[src/rtl/tt_uio_arb_pkg.sv]
// Shared types and constants for the uio pad arbiter and its helpers.
package tt_uio_arb_pkg;

    localparam int STATE_W = 2;
    localparam int BYTE_W  = 8;

    typedef enum logic [STATE_W-1:0] {
        IDLE  = 2'd0,
        GRANT = 2'd1,
        TURN  = 2'd2
    } arb_state_t;

endpackage

[src/rtl/tt_uio_arbiter_if.sv]
// Bus bundle between the uio arbiter (slave) and its requesters/pads (master).
interface tt_uio_arbiter_if
    import tt_uio_arb_pkg::*;
#(
    parameter int N_REQ = 4
);

    logic [N_REQ-1:0]        req;
    logic [N_REQ-1:0]        last;
    logic [BYTE_W*N_REQ-1:0] dout;
    logic [BYTE_W*N_REQ-1:0] doe;
    logic [N_REQ-1:0]        gnt;
    logic [BYTE_W-1:0]       uio_out;
    logic [BYTE_W-1:0]       uio_oe;
    logic [BYTE_W-1:0]       din;
    logic [BYTE_W-1:0]       uio_in;
    logic                    busy;
    logic                    timeout_evt;

    modport slave (
        input  req, last, dout, doe, uio_in,
        output gnt, uio_out, uio_oe, din, busy, timeout_evt
    );

    modport master (
        output req, last, dout, doe, uio_in,
        input  gnt, uio_out, uio_oe, din, busy, timeout_evt
    );

endinterface

[src/rtl/tt_rr_pick.sv]
// Combinational round-robin picker: first set request at or after ptr, wrapping.
module tt_rr_pick #(
    parameter int N  = 4,
    parameter int IW = $clog2(N)
) (
    input  logic [N-1:0]  req,
    input  logic [IW-1:0] ptr,
    output logic [IW-1:0] winner,
    output logic          valid
);

    // rot[k] is the request that sits k positions after the pointer.
    logic [N-1:0]  rot;
    logic [IW-1:0] idx [N];

    generate
        for (genvar gi = 0; gi < N; gi++) begin : g_rot
            logic [IW:0] sum;
            assign sum     = {1'b0, ptr} + (IW+1)'(gi);
            assign idx[gi] = IW'((sum >= (IW+1)'(N)) ? sum - (IW+1)'(N) : sum);
            assign rot[gi] = req[idx[gi]];
        end
    endgenerate

    // Scan from the far end so the lowest rotated offset wins.
    always_comb begin
        valid  = 1'b0;
        winner = '0;
        for (int k = N - 1; k >= 0; k--) begin
            if (rot[k]) begin
                valid  = 1'b1;
                winner = idx[k];
            end
        end
    end

endmodule

[src/rtl/tt_uio_arbiter.sv]
// Round-robin, whole-burst owner arbitration of the 8 uio pads with a forced
// all-inputs turnaround between owners. Optional burst limit: UIO_ARB_TIMEOUT_EN.
module tt_uio_arbiter
    import tt_uio_arb_pkg::*;
#(
    parameter int N_REQ      = 4,
    parameter int MAX_BURST  = 16,
    parameter int TURNAROUND = 1
) (
    input  logic           clk,
    input  logic           rst,
    tt_uio_arbiter_if.slave bus
);

    localparam int IW = $clog2(N_REQ);
    localparam int CW = $clog2(MAX_BURST + 1);
    localparam int TW = $clog2(TURNAROUND + 1);

    arb_state_t         state_reg;
    logic [IW-1:0]      owner_reg;
    logic [IW-1:0]      ptr_reg;
    logic [N_REQ-1:0]   gnt_reg;
    logic [BYTE_W-1:0]  uio_out_reg;
    logic [BYTE_W-1:0]  uio_oe_reg;
    logic [CW-1:0]      burst_cnt_reg;
    logic [TW-1:0]      turn_cnt_reg;

    logic [IW-1:0]      pick_winner;
    logic               pick_valid;
    logic [BYTE_W-1:0]  dout_arr [N_REQ];
    logic [BYTE_W-1:0]  doe_arr  [N_REQ];
    logic               owner_last;
    logic               owner_req;
    logic               natural_exit;
    logic               timeout_hit;
    logic               grant_exit;
    logic               keep_beat;

    generate
        for (genvar gi = 0; gi < N_REQ; gi++) begin : g_unpack
            assign dout_arr[gi] = bus.dout[BYTE_W*gi +: BYTE_W];
            assign doe_arr[gi]  = bus.doe[BYTE_W*gi +: BYTE_W];
        end
    endgenerate

    tt_rr_pick #(
        .N  (N_REQ),
        .IW (IW)
    ) u_pick (
        .req    (bus.req),
        .ptr    (ptr_reg),
        .winner (pick_winner),
        .valid  (pick_valid)
    );

    assign owner_last   = bus.last[owner_reg];
    assign owner_req    = bus.req[owner_reg];
    assign natural_exit = owner_last | ~owner_req;
    assign grant_exit   = natural_exit | timeout_hit;
    // A beat is worth showing on exit if the owner flagged it as last or was
    // still requesting (forced revoke); a dropped request carries no data.
    assign keep_beat    = owner_last | owner_req;

`ifdef UIO_ARB_TIMEOUT_EN
    logic timeout_evt_reg;

    assign timeout_hit     = (burst_cnt_reg == CW'(MAX_BURST - 1));
    assign bus.timeout_evt = timeout_evt_reg;

    // Pulse together with the grant drop only when the limit forced the exit.
    always_ff @(posedge clk) begin
        if (rst) begin
            timeout_evt_reg <= 1'b0;
        end else begin
            timeout_evt_reg <= (state_reg == GRANT) && timeout_hit && !natural_exit;
        end
    end
`else
    assign timeout_hit     = 1'b0;
    assign bus.timeout_evt = 1'b0;
`endif

    // Arbitration FSM; the last beat is registered at the exit edge and the
    // pads are released one edge later from TURN, so it stays a full cycle.
    always_ff @(posedge clk) begin
        if (rst) begin
            state_reg     <= IDLE;
            owner_reg     <= '0;
            ptr_reg       <= '0;
            gnt_reg       <= '0;
            uio_out_reg   <= '0;
            uio_oe_reg    <= '0;
            burst_cnt_reg <= '0;
            turn_cnt_reg  <= '0;
        end else begin
            case (state_reg)
                IDLE: begin
                    uio_out_reg <= '0;
                    uio_oe_reg  <= '0;
                    if (pick_valid) begin
                        gnt_reg       <= {{(N_REQ-1){1'b0}}, 1'b1} << pick_winner;
                        owner_reg     <= pick_winner;
                        ptr_reg       <= (pick_winner == IW'(N_REQ - 1)) ? '0 : pick_winner + 1'b1;
                        burst_cnt_reg <= '0;
                        state_reg     <= GRANT;
                    end
                end
                GRANT: begin
                    if (burst_cnt_reg != '1) begin
                        burst_cnt_reg <= burst_cnt_reg + 1'b1;
                    end
                    if (grant_exit) begin
                        gnt_reg      <= '0;
                        turn_cnt_reg <= TW'(TURNAROUND - 1);
                        state_reg    <= TURN;
                        uio_out_reg  <= keep_beat ? dout_arr[owner_reg] : '0;
                        uio_oe_reg   <= keep_beat ? doe_arr[owner_reg]  : '0;
                    end else begin
                        uio_out_reg  <= dout_arr[owner_reg];
                        uio_oe_reg   <= doe_arr[owner_reg];
                    end
                end
                TURN: begin
                    uio_out_reg <= '0;
                    uio_oe_reg  <= '0;
                    if (turn_cnt_reg == '0) begin
                        state_reg <= IDLE;
                    end else begin
                        turn_cnt_reg <= turn_cnt_reg - 1'b1;
                    end
                end
                default: begin
                    state_reg   <= IDLE;
                    gnt_reg     <= '0;
                    uio_out_reg <= '0;
                    uio_oe_reg  <= '0;
                end
            endcase
        end
    end

    assign bus.gnt     = gnt_reg;
    assign bus.uio_out = uio_out_reg;
    assign bus.uio_oe  = uio_oe_reg;
    assign bus.busy    = (state_reg != IDLE);
    assign bus.din     = bus.uio_in;

endmodule

[src/flat_wrapper.sv]
// flat-port wrapper written by rule: the top's interface ports become plain ports
module tt_uio_arbiter_flat import tt_uio_arb_pkg::*;
#(
    parameter int N_REQ      = 4,
    parameter int MAX_BURST  = 16,
    parameter int TURNAROUND = 1
)
  (clk, rst, bus_req, bus_last, bus_dout, bus_doe, bus_uio_in, bus_gnt, bus_uio_out, bus_uio_oe, bus_din, bus_busy, bus_timeout_evt);
  tt_uio_arbiter_if #(.N_REQ(N_REQ)) bus_i ();
  input  logic clk;
  input  logic rst;
  input wire logic [$bits(bus_i.req)-1:0] bus_req;
  input wire logic [$bits(bus_i.last)-1:0] bus_last;
  input wire logic [$bits(bus_i.dout)-1:0] bus_dout;
  input wire logic [$bits(bus_i.doe)-1:0] bus_doe;
  input wire logic [$bits(bus_i.uio_in)-1:0] bus_uio_in;
  output wire logic [$bits(bus_i.gnt)-1:0] bus_gnt;
  output wire logic [$bits(bus_i.uio_out)-1:0] bus_uio_out;
  output wire logic [$bits(bus_i.uio_oe)-1:0] bus_uio_oe;
  output wire logic [$bits(bus_i.din)-1:0] bus_din;
  output wire logic [$bits(bus_i.busy)-1:0] bus_busy;
  output wire logic [$bits(bus_i.timeout_evt)-1:0] bus_timeout_evt;
  assign bus_i.req = bus_req;
  assign bus_i.last = bus_last;
  assign bus_i.dout = bus_dout;
  assign bus_i.doe = bus_doe;
  assign bus_i.uio_in = bus_uio_in;
  assign bus_gnt = bus_i.gnt;
  assign bus_uio_out = bus_i.uio_out;
  assign bus_uio_oe = bus_i.uio_oe;
  assign bus_din = bus_i.din;
  assign bus_busy = bus_i.busy;
  assign bus_timeout_evt = bus_i.timeout_evt;
  tt_uio_arbiter #(.N_REQ(N_REQ), .MAX_BURST(MAX_BURST), .TURNAROUND(TURNAROUND)) u_core (.clk(clk), .rst(rst), .bus(bus_i));
endmodule
[config.mk]
export PLATFORM = sky130hd
export DESIGN_NAME = tt_uio_arbiter_flat
export DESIGN_NICKNAME = d
export VERILOG_FILES = /design/src/rtl/tt_uio_arb_pkg.sv /design/src/rtl/tt_uio_arbiter_if.sv /design/src/rtl/tt_rr_pick.sv /design/src/rtl/tt_uio_arbiter.sv /design/src/flat_wrapper.sv
export SDC_FILE = /design/constraint.sdc
export NUM_CORES = 1
export LEC_CHECK = 0
export CAP_MARGIN = 5
export CORE_UTILIZATION = 38
export DETAILED_ROUTE_END_ITERATION = 10
export GPL_TIMING_DRIVEN = 1
export PLACE_DENSITY_LB_ADDON = 0.08
export SKIP_CTS_REPAIR_TIMING = 1
export SYNTH_ARGS = -nofsm -noshare
export SYNTH_HDL_FRONTEND = slang
export SYNTH_HIERARCHICAL = 1
export SYNTH_SLANG_ARGS = --single-unit
export TNS_END_PERCENT = 5
[constraint.sdc]
create_clock -name clk -period 5.3 [get_ports clk]
set_clock_uncertainty 0.2 [all_clocks]
set_input_delay 0.53 -clock clk [delete_from_list [all_inputs] [get_ports clk]]
set_output_delay 0.53 -clock clk [all_outputs]
set_load 0.005 [all_outputs]
==> flow_summary.json, run 1 <==
{
  "fp-row-count": 23,
  "synth-edff-count": 0,
  "die_y_um": 66.7,
  "synth.distinct_cells": 29,
  "status": "finished clean",
  "seq_area_frac_synth": 0.327,
  "async_flop_share": 0,
  "worstSetupEndpoint": "u_core/bus.uio_out[4]",
  "htree_num_levels": 1,
  "regToRegSetupSlack_ns": 2.81,
  "syn_inst": 141,
  "nets": 309,
  "place_ws_ns": 2.63,
  "r2r-start": "u_core/owner_reg[0]",
  "io-pin-count": 112,
  "drtIter0Drc": 62,
  "multi_input_area_um2": 942,
  "grt_pass1_vias": 1391,
  "cts_tree": "built",
  "gp_congestion": 0.813,
  "power.leakage_uw": 0.000895,
  "ys_ff_latch": 26,
  "hp-start": "u_core/ptr_reg[0]",
  "arrival_ns": 2.44,
  "syn_avg_cell_area_um2": 11.3,
  "ir_drop_uv": 141,
  "nFillCells": 325,
  "rsz0062_at_grt": "false",
  "cts.path.max_buffers": 2,
  "ant_nets": 0,
  "grt_overflow": 0,
  "worstMarginPinSlew_ns": 0.940,
  "synth_warnings": 6,
  "numCtsBuffers": 3,
  "r2r_cells": 4,
  "critPathCaptureType": "register",
  "routed_wl_um": 4470,
  "antenna_cells": 0,
  "synth_top_area_share": 0.327,
  "first_pass_iters": 6,
  "max_freq_mhz": 402,
  "start_util": 0.398,
  "core_um2": 4000,
  "critPathLaunchType": "register",
  "numPortBuffers": 94,
  "die_x_um": 66.7,
  "vias_per_cell": 5.21,
  "hpwl_um": 3470,
  "slew_headroom": 0.372,
  "finalWorstSetupSlack_ns": 2.81,
  "crit_type": "register to register",
  "grt_pass1_wl_um": 6670,
  "fin_crit_sh": 0.469,
  "area_growth_pct": 60.5,
  "ys.flop_type": "dfxtp_1",
  "clk_latency_ns": 0.27,
  "final_layout_size_suffix_gt1_frac": 0.131,
  "die_area_um2": 4450,
  "clk_pin_slew_ns": 0.09,
  "antenna_found_initial": 0,
  "critPathRequiredTime_ns": 5.25,
  "grt_max_degree": 22,
  "grtUsageTotal": 0.202,
  "r2r-end": "u_core/bus.uio_out[4]",
  "cts_sinks": 26,
  "drc": 0,
  "finalMaxSlewViolations": 0,
  "root_buffer": "clkbuf_8",
  "finalSetupTns_ns": 0,
  "yosys-top-cells-area": "dfxtp_1, mux4_2, nor2b_1",
  "regArea_um2": 520,
  "critical_path.startpoint": "u_core/owner_reg[0]",
  "route.detailed.wl_per_inst_um": 16.4,
  "cap_violations": 0,
  "p_per_area_nw_per_um2": 257,
  "min_period_ns": 2.49,
  "setup_viol": 0,
  "hp-class": "register to register",
  "critPathMaxFanout": 16,
  "synth_area_um2": 1590,
  "yosysTopAreaCell": "dfxtp_1",
  "synth_nets": 227,
  "vias": 1416,
  "hold_viol": 0
}
## through the flow
step / power [uW] / util / cell area, um2 / hold WS [ns] / std cells
2_1_floorplan: 394 / - / 1590 / 0.266 / 141
3_5_place_dp: 498 / 0.621 / 2480 / 0.313 / 268
5_1_grt: 698 / 0.639 / 2560 / 0.372 / 272
4_1_cts: 664 / 0.639 / 2560 / 0.329 / 272
3_3_place_gp: 490 / 0.621 / 2480 / 0.290 / 268
6_report: 656 / 0.639 / 2560 / 0.326 / 272
## routing by layer
metal / GRT usage / up-vias / wire length, um / share of wire
met5: 0 / - / 0 / 0
met4: 0.0745 / 0 / 59 / 0.013
met3: 0.0428 / 10 / 391 / 0.087
met2: 0.356 / 60 / 2270 / 0.51
met1: 0.238 / 677 / 1750 / 0.39
li1: - / 669 / - / -
## worst max-delay path, cell delays in order, from the launching register on
cell,delay [ns]
dfxtp_1,0.68
buf_4,0.37
mux4_2,0.60
o21bai_4,0.40
nor2b_1,0.11
## how the worst min path moves through the flow
stage / slack, ns / cells after the start / endpoint
floorplan: 0.27 / 2 / u_core/ptr_reg[0]
global placement: 0.29 / 2 / u_core/ptr_reg[0]
detailed placement: 0.31 / 2 / u_core/ptr_reg[0]
CTS: 0.33 / 2 / u_core/ptr_reg[0]
global route: 0.37 / 2 / u_core/ptr_reg[0]
finish: 0.33 / 2 / u_core/ptr_reg[0]
## synth_stat cells, types with 4 or more instances
cell,instances
buf_2,5
buf_4,10
ha_1,4
dfxtp_1,26
nor2_1,8
nand2_1,7
mux4_2,18
o2111ai_1,4
nor2b_1,21
mux2i_1,5
nand2b_1,7
o221ai_1,4
## report_power, final
part           internal (uW)  total, uW  leakage [uW]  switching (uW)
Sequential               218        246      0.000212            27.4
Combinational            162        247      0.000648            85.4
Clock                    101        163     0.0000357            62.3
Total                    481        656      0.000895             175
## cell families (layout without fill, tap and decap cells)
family / count (synthesis) / in the layout / share of synthesized area
DFF: 26 / 26 / 0.327
AOI/OAI and AO/OA: 15 / 15 / 0.0856
other: 1 / 1 / 0.00235
adders and majority gates: 4 / 4 / 0.0314
buffers and inverters: 21 / 102 / 0.0817
muxes: 24 / 24 / 0.293
and+or+nand+nor: 50 / 50 / 0.179
## cell type report
type	instances	area share
clock buffer	3	0.0162
clock inverter	1	0.0117
inverter	3	0.00441
multi-input combinational	94	0.369
sequential	26	0.204
tap	50	0.0245
timing repair buffer	95	0.371
## placed cells by master (no fill, tap or decap), drive strengths merged, types with 3 or more instances in the layout
cell type,Yosys,routed
clkdlybuf4s50,0,94
dfxtp,26,26
nor2b,21,21
mux4,18,18
nor2,8,8
nand2,7,7
nand2b,7,7
mux2i,5,5
o2111ai,4,4
o221ai,4,4
ha,4,4
clkbuf,1,3
inv,3,3
Power figures use the tool's default switching activity.
==> run 2, diff against run 1 <==
Settings changed: CORE_UTILIZATION 38 to 35.
Clock period 5.3 ns to 2.5 ns, I/O delays scaled along.
==> run 2 against run 1 <==
Compared with the run above: design area rose by 1.3%; largest power group unchanged; count of clock-buffer cells in the layout did not move; sequential share of layout area fell by 0.26 points; combinational power rose by 120%.
==> flow_summary.json, run 2 (synthesized netlist as in run 1, its figures left out) <==
{
  "cts_tree": "built",
  "root_buffer": "clkbuf_8",
  "p_clk_frac": 0.256,
  "wl_met2_um": 2220,
  "core_um2": 4350,
  "arrival_ns": 2.08,
  "cts.path.max_buffers": 2,
  "highest_layer": "met4",
  "ant_nets": 0,
  "numPortBuffers": 94,
  "final_common_cell": "clkdlybuf4s50_1",
  "slew_headroom": 0.612,
  "clk_pin_slew_ns": 0.10,
  "hpwl_um": 3470,
  "hold_viol": 0,
  "gp_congestion": 0.766,
  "vias_per_cell": 5.09,
  "critPathLaunchType": "input pin",
  "internal_power_uw": 1030,
  "met1Wirelength_um": 1910,
  "cap_violations": 0,
  "die_area_um2": 4820,
  "finalPower_uw": 1420,
  "dr_wl_met3_um": 276,
  "drc": 0,
  "fp-row-count": 24,
  "cts_sinks": 26,
  "drtIter0Drc": 62,
  "min_period_ns": 2.06,
  "setup_viol": 0,
  "hp-class": "input pin to output port",
  "p_per_area_nw_per_um2": 550,
  "antenna_found_initial": 0,
  "status": "finished clean",
  "finalMaxSlewViolations": 0,
  "combPwrFrac": 0.389,
  "grtUsageTotal": 0.191,
  "ir_drop_uv": 340,
  "vias": 1414,
  "post-place-cells": 274,
  "nFillCells": 378,
  "numCtsBuffers": 3,
  "mostFrequentLayoutCells": "clkdlybuf4s50_1, dfxtp_1, nor2b_1",
  "io-pin-count": 112,
  "final_layout_size_suffix_gt1_frac": 0.146,
  "nets": 313,
  "power.leakage_uw": 0.000916,
  "critPathCaptureType": "register",
  "grt_max_degree": 17,
  "crit_type": "input pin to register",
  "max_freq_mhz": 487,
  "rsz0062_at_grt": "false",
  "critPathMaxFanout": 14,
  "multi_input_area_um2": 942,
  "area_growth_pct": 62.5,
  "switching_share": 0.276,
  "antenna_cells": 0,
  "routed_wl_um": 4490,
  "htree_num_levels": 1,
  "first_pass_iters": 4,
  "worstMarginPinSlew_ns": 0.581,
  "fin_crit_sh": 0.822,
  "pwr-share-seq": 0.355,
  "start_util": 0.366,
  "finalSetupTns_ns": 0,
  "grt_overflow": 0,
  "die_x_um": 69.5,
  "p_sw_uw": 393,
  "die_y_um": 69.5,
  "route.detailed.wl_per_inst_um": 16.1,
  "clk_latency_ns": 0.28,
  "grt_pass1_wl_um": 7390,
  "regArea_um2": 520,
  "grt_pass1_vias": 1526,
  "instances_no_fill": 278,
  "critPathRequiredTime_ns": 2.52,
  "fin_util": 0.595
}
run 2: cell types whose count changed in the layout (fill, tap and decap cells not counted), sizes merged:
| cell | before | now |
|---|---|---|
| buf | 1 | 5 |
run 2: stage by stage:
stage          area [um2]  setup slack, ns  hold WS (ns)
2_1_floorplan        1590            0.782         0.246
3_3_place_gp         2520            0.257         0.291
4_1_cts              2590            0.466         0.300
3_5_place_dp         2520            0.180         0.293
5_1_grt              2590            0.360         0.300
6_report             2590            0.445         0.300
run 2: final cells by class:
type / count / area share
Inverter: 3 / 0.00435
Multi-Input combinational cell: 94 / 0.364
Tap cell: 52 / 0.0251
Sequential cell: 26 / 0.201
Clock inverter: 1 / 0.0116
Timing Repair Buffer: 99 / 0.378
Clock buffer: 3 / 0.0159
run 2: worst max-delay path: stages:
cell             delay (ns)
clkdlybuf4s50_1        0.58
nor2_1                 0.10
nand2_1                0.07
or3b_2                 0.58
or3_1                  0.35
a21oi_1                0.14
run 2: path summary, 6_finish.rpt:
| check | startpoint | endpoint | slack (ns) | cells after the start |
|---|---|---|---|---|
| max | bus_req[3] | u_core/ptr_reg[0] | 0.44 | 6 |
| min | bus_uio_in[5] | bus_din[5] | 0.30 | 0 |
| max reg2reg | u_core/owner_reg[1] | u_core/bus.uio_out[6] | 0.52 | 3 |
| min reg2reg | u_core/ptr_reg[0] | u_core/ptr_reg[0] | 0.31 | 2 |
run 2: power groups by stage:
| stage | Clock, uW | Sequential, uW | Combinational, uW |
|---|---|---|---|
| after floorplan | 0 | 499 | 336 |
| after global placement | 0 | 515 | 543 |
| after detailed placement | 0 | 516 | 552 |
| after global routing | 387 | 515 | 598 |
| after CTS | 370 | 507 | 557 |
| final | 365 | 506 | 554 |
run 2: per-layer routing:
layer / global-route usage / vias to the layer above
li1: - / 674
met1: 0.228 / 676
met2: 0.333 / 51
met3: 0.0451 / 13
met4: 0.0703 / 0
met5: 0 / -
==> run 3, diff against run 2 <==
Clock period 2.5 ns to 2.07 ns, I/O delays scaled along.
==> run 3 against run 2 <==
Compared with the run above: sequential power is 19% higher; combinational power is 29% higher; critical endpoint unchanged; design area is 3.4% higher; largest power group unchanged; largest cell class unchanged; register-to-register slack worse by 0.29 ns; highest routed layer unchanged; count of clock-buffer cells in the layout stayed put.
==> flow_summary.json, run 3 (synthesized netlist as in run 1, its figures left out) <==
{
  "start_util": 0.366,
  "grt_pass1_vias": 1494,
  "internal_power_uw": 1280,
  "first_pass_iters": 4,
  "holdWs_ns": 0.214,
  "drtIter0Drc": 35,
  "max_freq_mhz": 528,
  "core_um2": 4350,
  "min_period_ns": 1.89,
  "crit_type": "input pin to register",
  "cts.path.max_buffers": 2,
  "switching_share": 0.265,
  "rsz0062_at_grt": "false",
  "cts_sinks": 26,
  "gr-usage-met2": 0.348,
  "route.detailed.wl_per_inst_um": 15.6,
  "stdcell_area_um2": 2680,
  "die_y_um": 69.5,
  "use_met1": 0.225,
  "hp-class": "input pin to output port",
  "clk_latency_ns": 0.27,
  "fin_crit_sh": 0.915,
  "critPathCaptureType": "register",
  "grtUsageMet3": 0.0581,
  "grt_max_degree": 17,
  "antenna_cells": 0,
  "r2r_cells": 4,
  "area_growth_pct": 68.0,
  "ir_drop_uv": 421,
  "antenna_found_initial": 0,
  "critPathLaunchType": "input pin",
  "die_x_um": 69.5,
  "hpwl_um": 3690,
  "r2r-start": "u_core/owner_reg[0]",
  "arrival_ns": 1.90,
  "vias_per_cell": 5.02,
  "place_area_um2": 2610,
  "combPwrFrac": 0.411,
  "fp-row-count": 24,
  "hold_path_depth": 0,
  "p_per_area_nw_per_um2": 650,
  "numCtsBuffers": 3,
  "min_to": "bus_din[5]",
  "mostFrequentLayoutCells": "clkdlybuf4s50_1, dfxtp_1, nor2b_1",
  "setup_viol": 0,
  "cts_tree": "built",
  "p_clk_frac": 0.244,
  "status": "finished clean",
  "nFillCells": 361,
  "critPathMaxFanout": 5,
  "worstPathCellList": "clkdlybuf4s50_1 > nand2b_1 > a211oi_1 > nor2_1 > ha_1 > or3_1 > a21oi_1",
  "final_layout_size_suffix_gt1_frac": 0.182,
  "critPathRequiredTime_ns": 2.08,
  "cap_violations": 0,
  "routed_wl_um": 4500,
  "hold_viol": 0,
  "clk_pin_slew_ns": 0.09,
  "numPortBuffers": 94,
  "finalMaxSlewViolations": 0,
  "vias": 1446,
  "grt.busiest_layer": "met2",
  "p_sw_uw": 461,
  "root_buffer": "clkbuf_8",
  "cpPeakStageDelay_ns": 0.48,
  "grtUsageTotal": 0.193,
  "regToRegSetupSlack_ns": 0.23,
  "die_area_um2": 4820,
  "drc": 0,
  "nets": 323,
  "r2r-end": "u_core/bus.gnt[2]",
  "grt_pass1_wl_um": 7430,
  "final_common_cell": "clkdlybuf4s50_1",
  "crit_path_top_delay_cell": "clkdlybuf4s50_1",
  "grt_overflow": 0,
  "io-pin-count": 112,
  "pwr-share-seq": 0.345,
  "ant_nets": 0,
  "gp_congestion": 0.777,
  "hp-start": "bus_uio_in[5]",
  "htree_num_levels": 1,
  "power.leakage_uw": 0.000971
}
[run 3: changes by cell type in the layout (fill, tap and decap cells not counted)]
cell / delta
buf_12: +1
buf_4: +9
[run 3: per-layer routing]
metal | up-vias | part of all wire
met5 | - | 0
li1 | 697 | -
met1 | 691 | 0.40
met2 | 48 | 0.52
met4 | 0 | 0.011
met3 | 10 | 0.075
[run 3: final cells by class]
class / count / area [um2] / area share
tap: 52 / 65.1 / 0.0243
sequential: 26 / 520 / 0.194
clock inverter: 1 / 30.0 / 0.0112
timing repair buffer: 109 / 1070 / 0.398
inverter: 3 / 11.3 / 0.00421
clock buffer: 3 / 41.3 / 0.0154
multi-input combinational: 94 / 942 / 0.352
[run 3: worst max path at each step]
| stage | startpoint | to | slack [ns] |
|---|---|---|---|
| 6_report | bus_req[3] | u_core/ptr_reg[0] | 0.18 |
| 5_1_grt | bus_req[3] | u_core/ptr_reg[0] | 0.03 |
| 4_1_cts | bus_req[1] | u_core/bus.gnt[2] | 0.20 |
| 3_5_place_dp | bus_req[1] | u_core/bus.gnt[3] | -0.1 |
| 3_3_place_gp | bus_req[3] | u_core/ptr_reg[0] | -0.05 |
| 2_1_floorplan | u_core/owner_reg[0] | u_core/bus.uio_oe[4] | 0.35 |
[run 3: power by group through the flow]
stage / logic (uW) / registers [uW] / clock network (uW)
finish: 715 / 601 / 424
global route: 777 / 610 / 461
CTS: 723 / 603 / 436
detailed placement: 718 / 614 / 0
global placement: 705 / 613 / 0
floorplan: 405 / 603 / 0
[run 3: critical path, delay by kind of cell]
family	cells	cell delay, ns
buffers and inverters	1	0.48
AO/OA/AOI/OAI	2	0.38
AND/OR/NAND/NOR	3	0.63
adder cells (fa/ha/maj)	1	0.20
[run 3: through the flow]
step / utilization / total power (uW) / TNS [ns] / setup WS (ns) / cells
2_1_floorplan: - / 1010 / 0 / 0.352 / 141
3_3_place_gp: 0.598 / 1320 / -0.118 / -0.0531 / 284
3_5_place_dp: 0.598 / 1330 / -0.496 / -0.0968 / 284
4_1_cts: 0.615 / 1760 / 0 / 0.197 / 288
5_1_grt: 0.615 / 1850 / 0 / 0.0292 / 288
6_report: 0.615 / 1740 / 0 / 0.177 / 288
==> variant 1, RTL diff (config.mk and constraints of run 2) <==
Add a define of `UIO_ARB_TIMEOUT_EN`.
--- a/src/rtl/tt_uio_arbiter.sv
+++ b/src/rtl/tt_uio_arbiter.sv
@@ -1,5 +1,7 @@
 // Round-robin, whole-burst owner arbitration of the 8 uio pads with a forced
 // all-inputs turnaround between owners. Optional burst limit: UIO_ARB_TIMEOUT_EN.
+`define UIO_ARB_TIMEOUT_EN
+
 module tt_uio_arbiter
     import tt_uio_arb_pkg::*;
 #(
Function: same outputs for any inputs over 10 cycles, from zero or initial values and one cycle with rst high; that may be too few to reach the edited logic, so the function may still have changed.
==> variant 1 against run 2 <==
- worst hold slack lost 0.020 ns
- total power grew 6.7%
- combinational power shrank 7.0%
- cell area grew 11%
- worst setup slack lost 0.088 ns
- synthesized area grew 12%
- critical path depth shrank 1
- largest power group is now sequential cells
- sequential cell count grew 6
- die area grew 12%
- synthesized cell count grew 16%
- wire length grew 7.5%
- first-iteration DRC count shrank 45%
- sequential share of layout area grew 2.1 points
==> variant 1: results (changes against run 2) <==
Post-Place Cell Area=2790 um^2 (+11%); CP max stage cell=dfxtp_1; syn_nets=253 (+11%); FMAX=0.467 GHz (-4.1%); Psw=405 uW (+3.2%); status=completed; met2 routed WL=2.14 mm (-3.6%); DR WL met3=453 um (+64%); via count=1,600 (+13%); WHS Endpoint=u_core/bus.gnt[0]$_SDFFE_PP0P_; Peak supply drop=0.406 mV (+20%); Post-synth top cells=dfxtp_1, mux4_2, nor2_1, nor2b_1; M1 WL=2.14 mm (+12%); Worst slew margin=67.6% (+6.4 points); layout cells sized above 1=14.6% (-0.042 points); RD Place Congestion=0.795 (+3.7%); met2 Use GR=30.5% (-2.9 points); Post-Syn Instances=164 (+16%); Via density=4.88 (-4.1%); critical path peak fanout=11 (-3); hold path start=u_core/bus.gnt[0]$_SDFFE_PP0P_; met3 usage=5.35% (+0.84 points); Initial DRC Count=34 (-45%); Num CTS Buffers=5 (+2); clock power share=26.5% (+0.9 points); All-Layer GR Usage=19.0% (-0.16 points); max incr delay on CP=0.46 ns (-0.12 ns); Synth area leaders=dfxtp_1, mux4_2, nor2b_1, mux2i_1, ha_1; Reg2Reg Depth=5 (+2); count of cell types in the netlist=33 (+14%); IO Port Bufs=95 (+1.1%); Total Nets Final=349 (+12%); dpl cells=320 (+17%); sequential power=602 uW (+19%); first-pass GRT wire length=7.71 mm (+4.3%); WHS Path Cells=2 (+2); Critical R2R Capture=u_core/bus.uio_oe[5]$_SDFF_PP0_; clk slew on worst S/H paths=0.06 ns (-0.04 ns); Static Leak=0.00107 uW (+17%); post-DP HPWL=3.79 mm (+9.0%); GRT met1 Usage=23.8% (+1.0 points); routed wire length=4.82 mm (+7.5%)
variant 1: cell types whose count changed in the layout (fill, tap and decap cells not counted), moves of 4 or more:
cell      delta
nor2_1       +7
buf_4        +4
o21ai_0      +4
nand2b_1     -5
mux2i_1      +4
o221ai_1     -4
a22oi_1      +4
nor2b_1      -6
dfxtp_1      +6
variant 1: worst max-delay path by stage:
stage          slack [ns]  cells past startpoint                                    to
3_5_place_dp         0.22                      6       u_core/bus.uio_oe[5]$_SDFF_PP0_
5_1_grt              0.18                      6       u_core/bus.uio_oe[5]$_SDFF_PP0_
3_3_place_gp         0.27                      7        u_core/bus.gnt[0]$_SDFFE_PP0P_
4_1_cts              0.32                      5       u_core/bus.uio_oe[5]$_SDFF_PP0_
2_1_floorplan        0.53                      7  u_core/burst_cnt_reg[3]$_SDFFE_PP0P_
6_report             0.36                      5       u_core/bus.uio_oe[5]$_SDFF_PP0_
variant 1: cell families (layout without fill, tap and decap cells):
logic type	after synthesis	after routing	synth area share, %
flip-flops	32	32	35.8
multiplexers	29	29	27.7
buffers and inverters	20	117	6.64
adder cells (fa/ha/maj)	7	7	4.89
AND/OR/NAND/NOR	57	57	17.4
AO/OA/AOI/OAI	17	17	6.64
XOR/XNOR	2	2	0.979
variant 1: per-stage QoR:
step	power, uW	hold WS, ns	worst slack (ns)	utilization (%)
6_report	1520	0.280	0.357	59.8
5_1_grt	1610	0.300	0.176	59.8
4_1_cts	1540	0.288	0.324	59.8
3_5_place_dp	1130	0.269	0.224	58.0
3_3_place_gp	1130	0.270	0.275	58.0
2_1_floorplan	895	0.258	0.534	-
variant 1: layout make-up:
type	instances	area, um^2
clock buffers	8	90.1
multi-input cells	112	1030
inverters	5	18.8
fillers	429	1930
flip-flops and latches	32	641
well taps	67	83.8
repair buffers	104	1020
==> variant 2, RTL diff (config.mk and constraints of run 2) <==
Made on the original files. Re-encode `arb_state_t` (3 states) as one-hot, 3 bits wide.
--- a/src/rtl/tt_uio_arb_pkg.sv
+++ b/src/rtl/tt_uio_arb_pkg.sv
@@ -4,10 +4,10 @@
     localparam int STATE_W = 2;
     localparam int BYTE_W  = 8;
 
-    typedef enum logic [STATE_W-1:0] {
-        IDLE  = 2'd0,
-        GRANT = 2'd1,
-        TURN  = 2'd2
+    typedef enum logic [2:0] {
+        IDLE  = 3'b001,
+        GRANT = 3'b010,
+        TURN  = 3'b100
     } arb_state_t;
 
 endpackage
Function: same outputs for any inputs over 10 cycles, from zero or initial values and one cycle with rst high; not proved beyond that.
==> variant 2 against run 2 <==
- first-iteration DRC count fell by 35%
- fmax rose by 4.8%
- combinational power decreased by 19%
- synthesized area fell by 0.47%
- cell area fell by 2.3%
- die area shrank 0.46%
- final cell count grew 1.8%
- total power is 17% lower
- worst setup slack improved by 0.094 ns
- wire length fell by 7.3%
- sequential cell count rose by 1
- sequential power shrank 3%
==> variant 2: results (changes against run 2) <==
Seq/Total Area, Yosys=34.1% (+1.4 points); routed wire length=4.16 mm (-7.3%); Peak supply drop=0.418 mV (+23%); largest net degree at the start of global routing=18 (+1); clk slew on worst S/H paths=0.09 ns; Total Nets Final=318 (+1.6%); Worst slew margin=55.1% (-6.1 points); first-pass GRT wire length=7.00 mm (-5.2%); Static Leak=0.000906 uW (-1.1%); Post-synth top cells=dfxtp_1, nor2b_1, mux4_2, nor2_1; syn_nets=232 (+2.2%); post-DP HPWL=3.39 mm (-2.5%); vias in the first global route=1,490 (-2.4%); count of cell types in the netlist=30 (+3.4%); DRT Pass-1 Iters=7 (+3); asr flop ratio synth=0% (unchanged); Synth area leaders=dfxtp_1, mux4_2, nor2b_1, buf_4, nor2_1; Via density=4.99 (-1.9%); RD Place Congestion=0.820 (+7.0%); critical path peak fanout=6 (-8); status=completed; Arrival @ worst endpoint=1.91 ns (-0.17 ns); Initial DRC Count=40 (-35%); All-Layer GR Usage=18.1% (-1.0 points); layout cells sized above 1=14.3% (-0.32 points)
==> variant 2: layout make-up <==
type                    instances  area [um^2]
fillers                       379         1830
clock buffers                   3         41.3
inverters                       2         7.51
well taps                      52         65.1
flip-flops and latches         27          541
repair buffers                 97          963
multi-input cells             101          906
clock inverters                 1         5.00
==> variant 2: cells by family after synthesis <==
logic type      count (synthesis)  synth area share, %
simple gates                   60                 21.1
flops                          27                 34.1
mux                            19                 25.4
buf+inv                        18                 8.76
compound gates                 17                 7.26
fa+ha+maj                       4                 3.16
other cells                     1                0.237
==> variant 2: metal layers <==
layer	vias up	part of all wire (%)	GRT usage (%)	routed length (um)
met1	667	37	18.9	1560
met5	-	0	0	0
li1	675	-	-	-
met4	0	1.5	4.99	64
met2	53	53	34.0	2190
met3	17	8.5	6.25	355
==> variant 2: per-stage QoR <==
stage               cell area [um^2]  setup slack [ns]  std cells
floorplan                       1590             0.832        146
global placement                2480             0.349        279
detailed placement              2480             0.266        279
CTS                             2530             0.550        283
global route                    2530             0.409        283
finish                          2530             0.539        283
==> variant 2: report_power, final <==
part | internal, uW | total [uW] | switching [uW]
registers | 462 | 491 | 29.6
logic | 288 | 450 | 162
clock network | 112 | 245 | 133
total | 862 | 1190 | 324
==> variant 2: worst paths after layout <==
check        slack [ns]                      startpoint                              to  depth (start not counted)
max reg2reg        0.62  u_core/ptr_reg[1]$_SDFFE_PP0P_  u_core/ptr_reg[1]$_SDFFE_PP0P_                          7
min                0.30                   bus_uio_in[5]                      bus_din[5]                          0
max                0.54                      bus_req[3]  u_core/ptr_reg[1]$_SDFFE_PP0P_                          7
min reg2reg        0.31  u_core/bus.gnt[2]$_SDFFE_PP0P_  u_core/bus.gnt[2]$_SDFFE_PP0P_                          2
==> variant 2: worst max-delay path, stage by stage <==
cell	delay [ns]
clkdlybuf4s50_1	0.57
mux2i_1	0.13
a211oi_2	0.35
inv_1	0.13
ha_1	0.30
mux2i_1	0.12
nor2_1	0.06
